==> config.mk <==
export PLATFORM = sky130hd
export DESIGN_NAME = rpn_stack_ctrl_flat
export DESIGN_NICKNAME = d
export VERILOG_FILES = /design/src/rtl/rpn_pkg.sv /design/src/rtl/rpn_stack_ctrl_if.sv /design/src/rtl/rpn_alu.sv /design/src/rtl/rpn_stack_ctrl.sv /design/src/flat_wrapper.sv
export SDC_FILE = /design/constraint.sdc
export NUM_CORES = 1
export LEC_CHECK = 0
export BUFFER_PORTS_ARGS = -buffer_cell sky130_fd_sc_hd__buf_4
export CAP_MARGIN = 30
export CORE_MARGIN = 2
export CORE_UTILIZATION = 45
export DETAILED_ROUTE_END_ITERATION = 16
export PLACE_DENSITY = 0.66
export REMOVE_ABC_BUFFERS = 1
export SETUP_SLACK_MARGIN = 0.15
export SKIP_CTS_REPAIR_TIMING = 1
export SYNTH_ARGS = -nofsm -noshare
export SYNTH_HDL_FRONTEND = slang
export SYNTH_SLANG_ARGS = --single-unit
==> constraint.sdc <==
create_clock -name clk -period 2.75 [get_ports clk]
set_input_delay 0.4125 -clock clk [delete_from_list [all_inputs] [get_ports clk]]
set_output_delay 0.4125 -clock clk [all_outputs]
set_load 0.1 [all_outputs]
==> src/rtl/rpn_pkg.sv <==
// rpn_pkg: shared types for the RPN stack calculator core.
//   state_t     - controller state, encoding doubles as the Status output code
//   opcode_t    - ALU operation select
//   snap_act_t  - action recorded in the undo snapshot (RPN_UNDO_EN builds)
package rpn_pkg;

    typedef enum logic [2:0] {
        ST_IDLE = 3'b000,
        ST_PUSH = 3'b001,
        ST_EXEC = 3'b010,
        ST_UNDO = 3'b011,
        ST_ERR  = 3'b111
    } state_t;

    typedef enum logic [1:0] {
        OP_ADD = 2'b00,
        OP_SUB = 2'b01,
        OP_AND = 2'b10,
        OP_OR  = 2'b11
    } opcode_t;

    localparam logic [2:0] STATUS_IDLE = 3'b000;
    localparam logic [2:0] STATUS_PUSH = 3'b001;
    localparam logic [2:0] STATUS_EXEC = 3'b010;
    localparam logic [2:0] STATUS_UNDO = 3'b011;
    localparam logic [2:0] STATUS_ERR  = 3'b111;

    typedef enum logic [1:0] {
        SNAP_NONE = 2'b00,
        SNAP_PUSH = 2'b01,
        SNAP_EXEC = 2'b10
    } snap_act_t;

    function automatic logic is_busy(input state_t s);
        return (s != ST_IDLE) && (s != ST_ERR);
    endfunction

endpackage

==> src/rtl/rpn_stack_ctrl_if.sv <==
// rpn_stack_ctrl_if: button-pulse inputs and stack/status outputs of the
// RPN calculator core.
//   master modport - front end / display side (drives pulses, data, opcode)
//   slave modport  - calculator core (drives stack view, depth, status, flags)
interface rpn_stack_ctrl_if #(
    parameter int WIDTH = 16,
    parameter int DEPTH = 4
);
    localparam int DW = $clog2(DEPTH + 1);

    logic             Enter_pulse;
    logic             Op_pulse;
    logic             Undo_pulse;
    logic [WIDTH-1:0] data_in;
    logic [1:0]       OpCode;

    logic [WIDTH-1:0] top_out;
    logic [WIDTH-1:0] next_out;
    logic [DW-1:0]    depth_out;
    logic [2:0]       Status;
    logic             busy;
    logic             carry;
    logic             err_overflow;
    logic             err_underflow;

    modport master (
        output Enter_pulse, Op_pulse, Undo_pulse, data_in, OpCode,
        input  top_out, next_out, depth_out, Status, busy, carry,
               err_overflow, err_underflow
    );

    modport slave (
        input  Enter_pulse, Op_pulse, Undo_pulse, data_in, OpCode,
        output top_out, next_out, depth_out, Status, busy, carry,
               err_overflow, err_underflow
    );

endinterface

==> src/rtl/rpn_alu.sv <==
// rpn_alu: combinational binary operator for the RPN core.
//   i_a      - first operand (stack entry 1)
//   i_b      - second operand (stack entry 0)
//   i_op     - ADD / SUB (i_a - i_b) / AND / OR
//   o_result - result modulo 2^WIDTH
//   o_carry  - carry-out for ADD, borrow for SUB, 0 otherwise
module rpn_alu
    import rpn_pkg::*;
#(
    parameter int WIDTH = 16
) (
    input  logic [WIDTH-1:0] i_a,
    input  logic [WIDTH-1:0] i_b,
    input  opcode_t          i_op,
    output logic [WIDTH-1:0] o_result,
    output logic             o_carry
);

    logic [WIDTH:0] w_sum;

    always_comb begin
        w_sum    = '0;
        o_result = '0;
        o_carry  = 1'b0;
        case (i_op)
            OP_ADD: begin
                w_sum    = {1'b0, i_a} + {1'b0, i_b};
                o_result = w_sum[WIDTH-1:0];
                o_carry  = w_sum[WIDTH];
            end
            OP_SUB: begin
                // The extra MSB wraps to 1 exactly when i_a < i_b: the borrow.
                w_sum    = {1'b0, i_a} - {1'b0, i_b};
                o_result = w_sum[WIDTH-1:0];
                o_carry  = w_sum[WIDTH];
            end
            OP_AND:  o_result = i_a & i_b;
            OP_OR:   o_result = i_a | i_b;
            default: o_result = '0;
        endcase
    end

endmodule

==> src/rtl/rpn_stack_ctrl.sv <==
// rpn_stack_ctrl: Reverse-Polish calculator core with a DEPTH x WIDTH
// register stack, push / binary operate / undo driven by single-cycle pulses.
//   clk   - clock
//   Reset - synchronous, active-high reset
//   bus   - rpn_stack_ctrl_if.slave: pulses, data_in, OpCode in;
//           top_out, next_out, depth_out, Status, busy, carry,
//           err_overflow, err_underflow out
// Build option: define RPN_UNDO_EN for one-level snapshot undo; otherwise
// Undo simply pops the top entry.
//
// state | meaning
// IDLE  | waiting for a pulse
// PUSH  | shift stack down, load captured data_in
// EXEC  | replace top two entries with ALU result
// UNDO  | pop top / restore snapshot
// ERR   | overflow/underflow flagged, waiting for Enter or Undo to clear
module rpn_stack_ctrl
    import rpn_pkg::*;
#(
    parameter int WIDTH = 16,
    parameter int DEPTH = 4
) (
    input  logic            clk,
    input  logic            Reset,
    rpn_stack_ctrl_if.slave bus
);

    localparam int DW = $clog2(DEPTH + 1);

    state_t           r_state;
    state_t           w_state_nxt;
    logic [WIDTH-1:0] r_stack [DEPTH];
    logic [DW-1:0]    r_depth;
    logic             r_carry;
    logic             r_err_ovf;
    logic             r_err_unf;
    logic [WIDTH-1:0] r_data_cap;
    opcode_t          r_op_cap;

    logic             w_full;
    logic             w_lt2;
    logic             w_ovf_set;
    logic             w_unf_set;
    logic             w_err_clr;
    logic [WIDTH-1:0] w_alu_result;
    logic             w_alu_carry;

`ifdef RPN_UNDO_EN
    snap_act_t        r_snap_act;
    logic [WIDTH-1:0] r_snap_a;
    logic [WIDTH-1:0] r_snap_b;
    logic             r_snap_carry;
`endif

    assign w_full = (r_depth == DW'(DEPTH));
    assign w_lt2  = (r_depth <  DW'(2));

    rpn_alu #(.WIDTH(WIDTH)) u_alu (
        .i_a      (r_stack[1]),
        .i_b      (r_stack[0]),
        .i_op     (r_op_cap),
        .o_result (w_alu_result),
        .o_carry  (w_alu_carry)
    );

    always_ff @(posedge clk) begin
        if (Reset) r_state <= ST_IDLE;
        else       r_state <= w_state_nxt;
    end

    // Pulse priority: Undo > Op > Enter.
    always_comb begin
        w_state_nxt = r_state;
        w_ovf_set   = 1'b0;
        w_unf_set   = 1'b0;
        w_err_clr   = 1'b0;
        case (r_state)
            ST_IDLE: begin
                if (bus.Undo_pulse) begin
`ifdef RPN_UNDO_EN
                    w_state_nxt = ST_UNDO;
`else
                    if (r_depth == '0) begin
                        w_state_nxt = ST_ERR;
                        w_unf_set   = 1'b1;
                    end else begin
                        w_state_nxt = ST_UNDO;
                    end
`endif
                end else if (bus.Op_pulse) begin
                    if (w_lt2) begin
                        w_state_nxt = ST_ERR;
                        w_unf_set   = 1'b1;
                    end else begin
                        w_state_nxt = ST_EXEC;
                    end
                end else if (bus.Enter_pulse) begin
                    if (w_full) begin
                        w_state_nxt = ST_ERR;
                        w_ovf_set   = 1'b1;
                    end else begin
                        w_state_nxt = ST_PUSH;
                    end
                end
            end
            ST_PUSH, ST_EXEC, ST_UNDO: w_state_nxt = ST_IDLE;
            ST_ERR: begin
                if (bus.Undo_pulse || bus.Enter_pulse) begin
                    w_state_nxt = ST_IDLE;
                    w_err_clr   = 1'b1;
                end
            end
            default: w_state_nxt = ST_IDLE;
        endcase
    end

    always_ff @(posedge clk) begin
        if (Reset) begin
            for (int i = 0; i < DEPTH; i++) r_stack[i] <= '0;
            r_depth    <= '0;
            r_carry    <= 1'b0;
            r_err_ovf  <= 1'b0;
            r_err_unf  <= 1'b0;
            r_data_cap <= '0;
            r_op_cap   <= OP_ADD;
`ifdef RPN_UNDO_EN
            r_snap_act   <= SNAP_NONE;
            r_snap_a     <= '0;
            r_snap_b     <= '0;
            r_snap_carry <= 1'b0;
`endif
        end else begin
            if (w_ovf_set) r_err_ovf <= 1'b1;
            if (w_unf_set) r_err_unf <= 1'b1;
            if (w_err_clr) begin
                r_err_ovf <= 1'b0;
                r_err_unf <= 1'b0;
            end

            // Operands are taken at the pulse cycle, i.e. the last IDLE cycle.
            if (r_state == ST_IDLE) begin
                r_data_cap <= bus.data_in;
                r_op_cap   <= opcode_t'(bus.OpCode);
            end

            case (r_state)
                ST_PUSH: begin
                    for (int i = DEPTH - 1; i > 0; i--) r_stack[i] <= r_stack[i-1];
                    r_stack[0] <= r_data_cap;
                    r_depth    <= r_depth + DW'(1);
`ifdef RPN_UNDO_EN
                    r_snap_act <= SNAP_PUSH;
`endif
                end
                ST_EXEC: begin
                    r_stack[0] <= w_alu_result;
                    for (int i = 1; i < DEPTH - 1; i++) r_stack[i] <= r_stack[i+1];
                    r_stack[DEPTH-1] <= '0;
                    r_depth <= r_depth - DW'(1);
                    r_carry <= w_alu_carry;
`ifdef RPN_UNDO_EN
                    r_snap_act   <= SNAP_EXEC;
                    r_snap_a     <= r_stack[1];
                    r_snap_b     <= r_stack[0];
                    r_snap_carry <= r_carry;
`endif
                end
                ST_UNDO: begin
`ifdef RPN_UNDO_EN
                    case (r_snap_act)
                        SNAP_PUSH: begin
                            for (int i = 0; i < DEPTH - 1; i++) r_stack[i] <= r_stack[i+1];
                            r_stack[DEPTH-1] <= '0;
                            r_depth <= r_depth - DW'(1);
                        end
                        SNAP_EXEC: begin
                            // Result is replaced by the two operands, so the
                            // rest of the stack moves down one slot; the
                            // bottom slot was cleared by the EXEC itself.
                            r_stack[0] <= r_snap_b;
                            r_stack[1] <= r_snap_a;
                            for (int i = 2; i < DEPTH; i++) r_stack[i] <= r_stack[i-1];
                            r_depth <= r_depth + DW'(1);
                            r_carry <= r_snap_carry;
                        end
                        default: ;
                    endcase
                    r_snap_act <= SNAP_NONE;
`else
                    for (int i = 0; i < DEPTH - 1; i++) r_stack[i] <= r_stack[i+1];
                    r_stack[DEPTH-1] <= '0;
                    r_depth <= r_depth - DW'(1);
`endif
                end
                default: ;
            endcase
        end
    end

    assign bus.top_out       = (r_depth != '0) ? r_stack[0] : '0;
    assign bus.next_out      = w_lt2 ? '0 : r_stack[1];
    assign bus.depth_out     = r_depth;
    assign bus.Status        = r_state;
    assign bus.busy          = is_busy(r_state);
    assign bus.carry         = r_carry;
    assign bus.err_overflow  = r_err_ovf;
    assign bus.err_underflow = r_err_unf;

endmodule

==> src/flat_wrapper.sv <==
// flat-port wrapper written by rule: the top's interface ports become plain ports
module rpn_stack_ctrl_flat import rpn_pkg::*;
#(
    parameter int WIDTH = 16,
    parameter int DEPTH = 4
)
  (clk, Reset, bus_Enter_pulse, bus_Op_pulse, bus_Undo_pulse, bus_data_in, bus_OpCode, bus_top_out, bus_next_out, bus_depth_out, bus_Status, bus_busy, bus_carry, bus_err_overflow, bus_err_underflow);
  rpn_stack_ctrl_if #(.WIDTH(WIDTH), .DEPTH(DEPTH)) bus_i ();
  input  logic clk;
  input  logic Reset;
  input wire logic [$bits(bus_i.Enter_pulse)-1:0] bus_Enter_pulse;
  input wire logic [$bits(bus_i.Op_pulse)-1:0] bus_Op_pulse;
  input wire logic [$bits(bus_i.Undo_pulse)-1:0] bus_Undo_pulse;
  input wire logic [$bits(bus_i.data_in)-1:0] bus_data_in;
  input wire logic [$bits(bus_i.OpCode)-1:0] bus_OpCode;
  output wire logic [$bits(bus_i.top_out)-1:0] bus_top_out;
  output wire logic [$bits(bus_i.next_out)-1:0] bus_next_out;
  output wire logic [$bits(bus_i.depth_out)-1:0] bus_depth_out;
  output wire logic [$bits(bus_i.Status)-1:0] bus_Status;
  output wire logic [$bits(bus_i.busy)-1:0] bus_busy;
  output wire logic [$bits(bus_i.carry)-1:0] bus_carry;
  output wire logic [$bits(bus_i.err_overflow)-1:0] bus_err_overflow;
  output wire logic [$bits(bus_i.err_underflow)-1:0] bus_err_underflow;
  assign bus_i.Enter_pulse = bus_Enter_pulse;
  assign bus_i.Op_pulse = bus_Op_pulse;
  assign bus_i.Undo_pulse = bus_Undo_pulse;
  assign bus_i.data_in = bus_data_in;
  assign bus_i.OpCode = bus_OpCode;
  assign bus_top_out = bus_i.top_out;
  assign bus_next_out = bus_i.next_out;
  assign bus_depth_out = bus_i.depth_out;
  assign bus_Status = bus_i.Status;
  assign bus_busy = bus_i.busy;
  assign bus_carry = bus_i.carry;
  assign bus_err_overflow = bus_i.err_overflow;
  assign bus_err_underflow = bus_i.err_underflow;
  rpn_stack_ctrl #(.WIDTH(WIDTH), .DEPTH(DEPTH)) u_core (.clk(clk), .Reset(Reset), .bus(bus_i));
endmodule
==> qor_table.md <==
| Metric | Value |
| --- | --- |
| Row cnt | 43 |
| Area growth syn-to-layout | 29.0% |
| Critical hold path startpoint | bus_data_in[15] |
| Reported net switching power | 5.09 mW |
| Final slew viol count | 0 |
| Ports | 65 |
| Number of enable flip-flop cells after synthesis | 64 |
| Placed cell area | 7270 µm² |
| Clock insertion delay at the later pin of the skew report | 0.36 ns |
| Slew headroom | 40.0% |
| Async set-or-reset flop fraction in the synthesized netlist | 0% |
| Total number of yosys warnings | 0 |
| Ratio of cells with drive above 1 in the final layout | 28.4% |
| Number of inserted filler cells in the final layout | 1,245 |
| Layout Nets | 883 |
| DR iter-0 viols | 518 |
| Clock root buffer master | sky130_fd_sc_hd__clkbuf_16 |
| Worst path setup slack after routing | 0.0607 ns |
| Switch share | 49.9% |
| End of the worst register-to-register path | u_core.r_stack[0][10] |
| Buffering stage count on the worst path with inverters included | 2 |
| Number of instances in the placed design | 965 |
| Chain of cells forming the critical path | inv_2 > ha_4 > inv_2 > fa_2 > nor2b_4 > o311a_4 > o211ai_4 > and2_4 > nor4b_2 > nor4_2 > xnor2_1 > o21ai_1 |
| Cell count after synthesis | 703 |
| Area share of the largest cell type after synthesis | 30.8% |
| Post-route standard cell area excluding fillers | 8060 µm² |
| Result of the run | completed |
| Port Buffer Count | 64 |
| Register-to-register setup slack | 0.06 ns |
| Number of synthesized register bits | 91 |
| Post-route DRC violation count | 0 |
| Max FO, Critical Path | 3 |
| Setup total negative slack | 0 ns |
| Crit-path max cell delay | 0.40 ns |
| Pin slew with the least headroom to its limit | 0.897 ns |
| Category of cells accounting for the largest share of critical-path delay | compound AO/OA/AOI/OAI gates |
| Horizontal extent of the die | 122 µm |
| Average instance area after synthesis | 8.88 µm² |
| Slowest cell on the critical path | sky130_fd_sc_hd__edfxtp_1 |
| All-layer global routing usage | 26.4% |
| Clk pwr share | 14.0% |
| FMAX | 0.372 GHz |
| Drt wl/cell | 19.8 µm |
| Global-route wire length before repair | 30.1 mm |
| Prevailing post-synth register cell | sky130_fd_sc_hd__edfxtp_1 |
| Clock-pin slew of the registers on the worst-case setup and hold paths | 0.07 ns |
| Most used standard cell by instance count after synthesis | sky130_fd_sc_hd__nor2_1 |
| Total Die Area | 14,800 µm² |
| Top cells by area in the synthesized netlist | sky130_fd_sc_hd__edfxtp_1 31%, sky130_fd_sc_hd__ha_1 9.8%, sky130_fd_sc_hd__dfxtp_1 8.7% |
| Worst EP arrival | 2.79 ns |
| PnR Total Power | 10.2 mW |
| Required arrival time at the worst endpoint | 2.85 ns |
| Core Area | 13,700 µm² |
| Pin count of the biggest net entering global routing | 46 |
| Worst supply voltage drop on vdd | 881 µV |
| Post-Layout Cell Count | 993 |
| Num CTS Buffers | 9 |
| Antenna violations before repair | 0 |
| Initial core utilization | 45.5% |
| Number of max-capacitance violations reported | 0 |
| TritonCTS clock tree | built |
| Static power due to leakage | 3.32 nW |
| Via count | 5,868 |
| Worst min-delay path category | in -> reg |
| Sequential cell area fraction in the yosys report | 39.4% |
| Placer congestion estimate | 0.926 |
| Biggest area consumer among synthesized cells | sky130_fd_sc_hd__edfxtp_1 |
| Cell types with the highest counts after synthesis | 105 x sky130_fd_sc_hd__nor2_1, 64 x sky130_fd_sc_hd__edfxtp_1, 55 x sky130_fd_sc_hd__nand2_1 |
| Antenna-violating nets left | 0 |
| Fraction of the cycle the final worst path needs | 97.8% |
| Routed wire length | 19.7 mm |
| CTS H-tree depth | 3 |
| Sequential fraction of design power | 22.2% |
| Half-perimeter wire length after detailed placement | 13.5 mm |
| Fin. Hold Viols | 0 |
| Gate power share | 63.9% |
| Category of the worst setup path capture point | register |
| Number of distinct library cells after synthesis | 65 |
| Aggregate global routing overflow | 0 |
| Power density of the placed cells | 1260 nW/µm² |
| Detailed-router iteration count before antenna repair | 5 |
| Fin Clk Skew | 0.00824 ns |
| Shortest clock period the worst path allows after layout | 2.69 ns |
| Mapped cell area | 6240 µm² |
| Cell depth of the worst flop-to-flop path | 12 |
| Worst path most repeated cell | sky130_fd_sc_hd__inv_2 |
| # clock sinks | 91 |
| Final-report setup violation count | 0 |
| R2R Path Start | u_core.r_stack[1][0] |
| Setup CP Type | reg -> reg |
| Utilization after layout | 58.7% |
| Detail-routed via count per cell | 5.91 |
| Die Y | 122 µm |
| Internal power consumption | 5.10 mW |
| Endpoint of the worst setup timing path | u_core.r_stack[0][10] |
| Critical path launch point type | register |
| Number of antenna cells inserted | 0 |
| Number of logic stages on the critical path including buffering | 12 |
| Critical path launch point | u_core.r_stack[1][0] |
| Buffer depth of the longest clock path | 2 |
| Unrepaired setup endpoints after global routing | true |
| Number of global-route vias before repair | 5,546 |
| Worst hold margin | 0.299 ns |
| Worst-case setup slack after placement | -0.111 ns |
power groups by stage:
stage               Sequential [mW]  Combinational [mW]  Clock, mW
floorplan                      2.55                3.56          0
global placement               2.25                5.73          0
detailed placement             2.27                5.77          0
CTS                            2.25                5.80       1.44
global route                   2.31                6.95       1.49
finish                         2.26                6.51       1.42
how the worst min path moves through the flow:
stage / endpoint / slack, ns / depth (start not counted)
finish: u_core.r_data_cap[15] / 0.30 / 3
detailed placement: u_core.r_data_cap[5] / 0.45 / 2
floorplan: u_core.r_data_cap[0] / 0.43 / 2
CTS: u_core.r_data_cap[3] / 0.29 / 3
global placement: u_core.r_data_cap[6] / 0.45 / 2
global route: u_core.r_data_cap[7] / 0.31 / 3
logic make-up after synthesis:
| kind of cell | share of synthesized area, % |
|---|---|
| mux | 2.06 |
| flops | 39.4 |
| buf+inv | 6.25 |
| compound gates | 21.6 |
| simple gates | 17.8 |
| xor+xnor | 2.10 |
| fa+ha+maj | 10.8 |
state kept, by name (all words and copies together), names as in the netlist:
signal / cells
u_core.r_stack: 64
u_core.r_data_cap: 16
u_core.bus.Status: 3
u_core.bus.depth_out: 3
u_core.r_op_cap: 2
u_core.bus.carry: 1
u_core.bus.err_overflow: 1
u_core.bus.err_underflow: 1
layout make-up:
| type | instances | area, µm² | share of cell area (%) |
|---|---|---|---|
| multi-input combinational | 514 | 3750 | 46.5 |
| inverter | 53 | 199 | 2.47 |
| clock inverter | 3 | 68.8 | 0.854 |
| sequential | 91 | 2460 | 30.6 |
| tap | 180 | 225 | 2.80 |
| clock buffer | 13 | 272 | 3.37 |
| timing repair buffer | 139 | 1080 | 13.4 |
layer usage:
metal	vias up	global-route usage, %	part of all wire, %
met2	280	43.1	48
met3	32	3.84	6.3
met4	0	8.76	1.9
met1	2848	36.1	43
met5	-	0	0
li1	2708	-	-
worst register-to-register path, delay by kind of cell (launching register included):
family / cells / cell delay, ns
AO/OA/AOI/OAI: 3 / 0.63
XOR/XNOR: 1 / 0.15
adder cells (fa/ha/maj): 2 / 0.50
buffers and inverters: 2 / 0.14
flip-flops: 1 / 0.40
AND/OR/NAND/NOR: 4 / 0.61
cell usage in the layout (no fill, tap or decap), types with 4 or more instances in the layout:
| cell type | instances |
|---|---|
| sky130_fd_sc_hd__a211oi_1 | 4 |
| sky130_fd_sc_hd__a21o_1 | 7 |
| sky130_fd_sc_hd__a21oi_1 | 45 |
| sky130_fd_sc_hd__a221o_1 | 5 |
| sky130_fd_sc_hd__a221oi_1 | 6 |
| sky130_fd_sc_hd__a221oi_2 | 4 |
| sky130_fd_sc_hd__a22oi_1 | 41 |
| sky130_fd_sc_hd__and2_1 | 17 |
| sky130_fd_sc_hd__buf_4 | 133 |
| sky130_fd_sc_hd__buf_6 | 4 |
| sky130_fd_sc_hd__clkbuf_16 | 10 |
| sky130_fd_sc_hd__dfxtp_1 | 26 |
| sky130_fd_sc_hd__edfxtp_1 | 64 |
| sky130_fd_sc_hd__ha_1 | 37 |
| sky130_fd_sc_hd__ha_2 | 4 |
| sky130_fd_sc_hd__ha_4 | 8 |
| sky130_fd_sc_hd__inv_1 | 41 |
| sky130_fd_sc_hd__inv_2 | 12 |
| sky130_fd_sc_hd__mux2_2 | 5 |
| sky130_fd_sc_hd__mux2i_1 | 5 |
| sky130_fd_sc_hd__nand2_1 | 55 |
| sky130_fd_sc_hd__nand2b_1 | 6 |
| sky130_fd_sc_hd__nand3_1 | 7 |
| sky130_fd_sc_hd__nor2_1 | 101 |
| sky130_fd_sc_hd__nor2b_1 | 11 |
| sky130_fd_sc_hd__nor3_1 | 8 |
| sky130_fd_sc_hd__o211ai_1 | 5 |
| sky130_fd_sc_hd__o21ai_0 | 18 |
| sky130_fd_sc_hd__o21ai_1 | 5 |
| sky130_fd_sc_hd__o21bai_1 | 7 |
| sky130_fd_sc_hd__o22ai_1 | 4 |
| sky130_fd_sc_hd__or2_2 | 5 |
| sky130_fd_sc_hd__or3_1 | 5 |
| sky130_fd_sc_hd__xnor2_1 | 12 |
No activity file was read; power rests on OpenSTA's default activity.
